<file path="src/rtl/register_dump.sv">
// register_dump
// -----------------------------------------------------------------------------
// Snapshot-and-stream reader for a bank of COUNT registers, each WIDTH bits.
// When `start` is seen in IDLE, the block copies the whole register bank into a
// private snapshot in one edge. It then streams the registers chosen by `mask`
// in ascending index order, one word per valid/ready handshake. Because the
// dump reads only the snapshot, the core can keep writing its registers while
// the dump runs.
//
// Ports
//   capture    : clock; all state changes on its rising edge
//   reset      : synchronous, active-high reset
//   start      : request a dump (sampled only in IDLE)
//   mask       : register select, bit i selects register i (sampled with start)
//   values     : flattened register bank, register i = values[i*WIDTH +: WIDTH]
//   busy       : high whenever the controller is not IDLE
//   out_valid  : out_data/out_index/out_last carry a word
//   out_ready  : downstream takes the word on this edge when out_valid is high
//   out_data   : snapshot value of the current register
//   out_index  : index of the current register
//   out_last   : current word is the highest selected register
//   done       : one-cycle pulse after the dump completes
// -----------------------------------------------------------------------------
module register_dump #(
  parameter int WIDTH = 16,
  parameter int COUNT = 4,
  parameter int IDX_W = $clog2(COUNT)
) (
  input  logic                   capture,
  input  logic                   reset,
  input  logic                   start,
  input  logic [COUNT-1:0]       mask,
  input  logic [WIDTH*COUNT-1:0] values,
  output logic                   busy,
  output logic                   out_valid,
  input  logic                   out_ready,
  output logic [WIDTH-1:0]       out_data,
  output logic [IDX_W-1:0]       out_index,
  output logic                   out_last,
  output logic                   done
);

  typedef enum logic [1:0] {
    IDLE = 2'd0,
    SEND = 2'd1,
    DONE = 2'd2
  } state_t;

  state_t           state_reg, state_next;
  logic [COUNT-1:0] pend_reg,  pend_next;
  logic [IDX_W-1:0] idx_reg,   idx_next;
  logic [WIDTH-1:0] data_reg,  data_next;
  logic             last_reg,  last_next;
  logic             busy_reg,  busy_next;
  logic             valid_reg, valid_next;
  logic             done_reg,  done_next;

  logic [WIDTH-1:0] values_arr [COUNT];
  logic [WIDTH-1:0] snap_reg   [COUNT];

  logic             accept_start;
  logic [IDX_W-1:0] first_idx;
  logic [COUNT-1:0] first_rest;
  logic [COUNT-1:0] rem_mask;
  logic [IDX_W-1:0] next_idx;
  logic [COUNT-1:0] next_rest;

  // Lowest set bit of m. Callers guarantee that m is non-zero whenever the
  // result is used.
  function automatic logic [IDX_W-1:0] lowest_set(input logic [COUNT-1:0] m);
    logic [IDX_W-1:0] r;
    r = '0;
    for (int i = COUNT - 1; i >= 0; i--) begin
      if (m[i]) r = IDX_W'(i);
    end
    return r;
  endfunction

  function automatic logic [COUNT-1:0] onehot(input logic [IDX_W-1:0] idx);
    return COUNT'(1) << idx;
  endfunction

  assign accept_start = (state_reg == IDLE) && start;

  // Index selection for the first word, taken straight from the live mask.
  assign first_idx  = lowest_set(mask);
  assign first_rest = mask & ~onehot(first_idx);

  // Index selection after the current word transfers: drop the current bit
  // and jump to the next set bit. Unselected indices cost no cycles.
  assign rem_mask  = pend_reg & ~onehot(idx_reg);
  assign next_idx  = lowest_set(rem_mask);
  assign next_rest = rem_mask & ~onehot(next_idx);

  // Unpack the bank and keep the snapshot, one register slice per element.
  // The snapshot is written only at the start-accept edge.
  generate
    for (genvar gi = 0; gi < COUNT; gi++) begin : g_snap
      assign values_arr[gi] = values[gi*WIDTH +: WIDTH];

      always_ff @(posedge capture) begin
        if (reset) begin
          snap_reg[gi] <= '0;
        end else if (accept_start) begin
          snap_reg[gi] <= values_arr[gi];
        end
      end
    end
  endgenerate

  // Next-state and next-output logic. All outputs are registered from these
  // *_next values, so out_ready never reaches an output combinationally.
  always_comb begin
    state_next = state_reg;
    pend_next  = pend_reg;
    idx_next   = idx_reg;
    data_next  = data_reg;
    last_next  = last_reg;

    case (state_reg)
      IDLE: begin
        if (start) begin
          pend_next = mask;
          if (mask != '0) begin
            state_next = SEND;
            idx_next   = first_idx;
            // The snapshot is loaded on this same edge, so read the first
            // word directly from the live bank.
            data_next  = values_arr[first_idx];
            last_next  = (first_rest == '0);
          end else begin
            state_next = DONE;
          end
        end
      end
      SEND: begin
        if (out_ready) begin
          if (last_reg) begin
            state_next = DONE;
            pend_next  = '0;
          end else begin
            pend_next = rem_mask;
            idx_next  = next_idx;
            data_next = snap_reg[next_idx];
            last_next = (next_rest == '0);
          end
        end
      end
      DONE: begin
        state_next = IDLE;
      end
      default: begin
        state_next = IDLE;
      end
    endcase

    busy_next  = (state_next != IDLE);
    valid_next = (state_next == SEND);
    done_next  = (state_next == DONE);
  end

  always_ff @(posedge capture) begin
    if (reset) begin
      state_reg <= IDLE;
      pend_reg  <= '0;
      idx_reg   <= '0;
      data_reg  <= '0;
      last_reg  <= 1'b0;
      busy_reg  <= 1'b0;
      valid_reg <= 1'b0;
      done_reg  <= 1'b0;
    end else begin
      state_reg <= state_next;
      pend_reg  <= pend_next;
      idx_reg   <= idx_next;
      data_reg  <= data_next;
      last_reg  <= last_next;
      busy_reg  <= busy_next;
      valid_reg <= valid_next;
      done_reg  <= done_next;
    end
  end

  assign busy      = busy_reg;
  assign out_valid = valid_reg;
  assign out_data  = data_reg;
  assign out_index = idx_reg;
  assign out_last  = last_reg;
  assign done      = done_reg;

endmodule

</file>
<file path="config.mk">
export PLATFORM = sky130hd
export DESIGN_NAME = register_dump
export DESIGN_NICKNAME = d
export VERILOG_FILES = /design/src/rtl/register_dump.sv
export SDC_FILE = /design/constraint.sdc
export NUM_CORES = 1
export LEC_CHECK = 0
export CORE_MARGIN = 2
export CORE_UTILIZATION = 30
export DETAILED_ROUTE_END_ITERATION = 8
export PLACE_DENSITY = 0.53
export SETUP_SLACK_MARGIN = 0.2
export SYNTH_ARGS = -nofsm -noshare
export SYNTH_HDL_FRONTEND = slang
export SYNTH_SLANG_ARGS = --single-unit
</file>
<file path="constraint.sdc">
create_clock -name capture -period 3.4 [get_ports capture]
set_input_delay 1.02 -clock capture [delete_from_list [all_inputs] [get_ports capture]]
set_output_delay 1.02 -clock capture [all_outputs]
set_load 0.005 [all_outputs]
</file>
==> reports/results.txt <==
Leak - 0.00221 uW
maximum VDD drop - 0.276 mV
layout cells sized above 1 - 0.0881
first-pass GRT wire length - 22,500 um
Synth warnings - 0
Fin Setup TNS - 0 ns
WP buf/inv - 1
status - finished, final reports clean
max reg flops - 64
Syn Inst Count - 456
final design utilization - 0.401
Worst EP required - 3.67 ns
H-tree depth - 3
Fin Clk Skew - 0.00955 ns
n_diodes - 0
synth cell count leaders - and2_1 (64), edfxtp_1 (64), nand3_1 (36)
Clk Latency, worst-skew pair - 0.35 ns
Overall Power - 2990 uW
Pwr per Cell Area - 474 nW/um^2
R2R setup slack - 0.92 ns
Clock Pin Slew Worst Setup and Hold Paths - 0.06 ns
fin worst setup slack - 0.583 ns
via count - 3,900
stages on the worst setup path - 6
gr usage total - 0.176
Yosys reg bits - 92
endpoint class of the critical path - flip-flop
r2r startpoint - out_index[1]
slew margin rel. - 0.477
post-DP HPWL - 10,800 um
FMAX - 0.355 GHz
Critical Path Max Stage Delay - 0.65 ns
drt total wl - 14,400 um
Final Net Count - 612
die area - 17,000 um^2
unrepaired setup endpoints after global routing - false
Final ANT Viol Nets - 0
hold path cells - 2
arrival time at the worst endpoint - 3.08 ns
DR DRC count - 0
setup slack after placement - 0.259 ns
fin. max-slew vios - 0
predominant post-synthesis flop cell - edfxtp_1
# setup viols final - 0
row count - 46
CP max-delay cell - clkdlybuf4s50_1
TritonCTS Buffers - 9
Tightest Hold Check Type - flip-flop to flip-flop
syn nets - 528
length of the first detailed-routing pass in iterations - 5
reg2reg path depth - 5
Final period util - 0.829
CTS hold repair buffers - 0
vias in the first global route - 3,918
critical path cell sequence - clkdlybuf4s50_1 > nor2_1 > nand2_1 > o21ai_0 > a21oi_1 > a41oi_1
top cells by area, synth - edfxtp_1 (40%), dfxtp_1 (12%), and2_1 (8.3%)
num ports - 94
Synth async-reset ratio - 0
Post-synth EDFFs - 64
chip width - 131 um
Wirelength per Cell - 18.9 um
Yosys cell types - 55
critical path class - input pin to flip-flop
mapped cell area - 4810 um^2
maximum clock insertion buffer count - 2
CTS root buf - clkbuf_16
clock sink count - 92
worst setup path endpoint - out_data[14]
Layout area overhead - 31.4%
die height - 131 um
register area share after synthesis - 0.517
reg2reg end - out_data[12]
core box area - 15,800 um^2
average size of a mapped cell - 10.5 um^2
crit path time final - 2.82 ns
Top delay family on crit path - simple AND/OR/NAND/NOR gates
crit path max fanout - 14
crit path launch - mask[0]
max-cap viol count - 0
largest area contributor in the netlist - edfxtp_1
# resized after CTS - 0
routability cong. - 0.847
Final Hold Vio Count - 0
worst-margin pin slew - 0.785 ns
DRT iter0 DRCs - 412
CTS tree - built
PortBufs - 93
# Post-CTS Setup Buffers - 0
initial antenna violation count - 0
largest net degree at the start of global routing - 65
initial core utilization - 0.305
GRT Residual Overflow - 0
Yosys top cell area share - 0.400
CP Launch Type - input pin
routed vias/inst - 5.12
==> how the worst min path moves through the flow <==
stage / from / slack (ns) / endpoint
6_report: out_data[9] / 0.51 / out_data[9]
3_3_place_gp: out_data[7] / 0.50 / out_data[7]
3_5_place_dp: out_data[7] / 0.50 / out_data[7]
2_1_floorplan: out_data[7] / 0.47 / out_data[7]
5_1_grt: out_data[7] / 0.53 / out_data[7]
4_1_cts: out_data[9] / 0.52 / out_data[9]
==> through the flow <==
stage / hold slack [ns] / cell area [um^2] / cells
final: 0.508 / 6320 / 761
after global routing: 0.531 / 6320 / 761
after CTS: 0.517 / 6320 / 761
after detailed placement: 0.503 / 6010 / 745
after global placement: 0.501 / 6010 / 745
after floorplan: 0.466 / 4810 / 456
==> cell type report <==
| cell class | count | area, um^2 |
|---|---|---|
| fill | 1582 | 9450 |
| sequential | 92 | 2480 |
| tap | 216 | 270 |
| clock buffer | 11 | 243 |
| inverter | 5 | 18.8 |
| timing repair buffer | 110 | 1110 |
| clock inverter | 5 | 60.1 |
| multi-input combinational | 322 | 2130 |
==> kinds of logic after synthesis <==
logic type / count (synthesis) / share of synthesized area
flops: 92 / 0.517
simple gates: 159 / 0.188
compound gates: 149 / 0.222
mux: 14 / 0.0320
buf+inv: 42 / 0.0414
==> worst min-delay path: cells and delay by family (launching register included) <==
kind             cells  cell delay [ns]
AO/OA/AOI/OAI        1             0.05
AND/OR/NAND/NOR      1             0.09
flip-flops           1             0.31
==> metal layers <==
metal / share of wire / up-vias / global-route usage
met5: 0 / - / 0
met4: 0.015 / 0 / 0.0488
met3: 0.043 / 15 / 0.0309
met2: 0.44 / 97 / 0.263
met1: 0.50 / 1903 / 0.263
li1: - / 1885 / -
==> report_power, final <==
group	internal, uW	switching [uW]	total [uW]	leakage (uW)
sequential	1310	61.2	1370	0.000925
combinational	286	311	597	0.00114
clock	593	428	1020	0.000146
==> cells in the final DEF, fill, tap and decap left out, types with 3 or more instances in the layout <==
master,instances
nor2_1,16
mux2i_1,3
a21o_1,14
inv_1,5
buf_12,4
a31o_1,3
clkdlybuf4s50_1,93
buf_4,13
clkbuf_16,9
a21oi_1,18
nor3_1,5
nand2_1,13
and2_1,64
a311oi_1,4
a221oi_1,4
a32o_1,3
nand3_1,36
a41oi_1,11
mux2_1,9
a22oi_1,17
a22o_1,3
a221oi_2,3
nor2b_1,9
a31oi_1,4
edfxtp_1,64
o21bai_1,13
o21ai_0,34
o31ai_1,3
dfxtp_1,28
(Power assumes the default switching activity.)
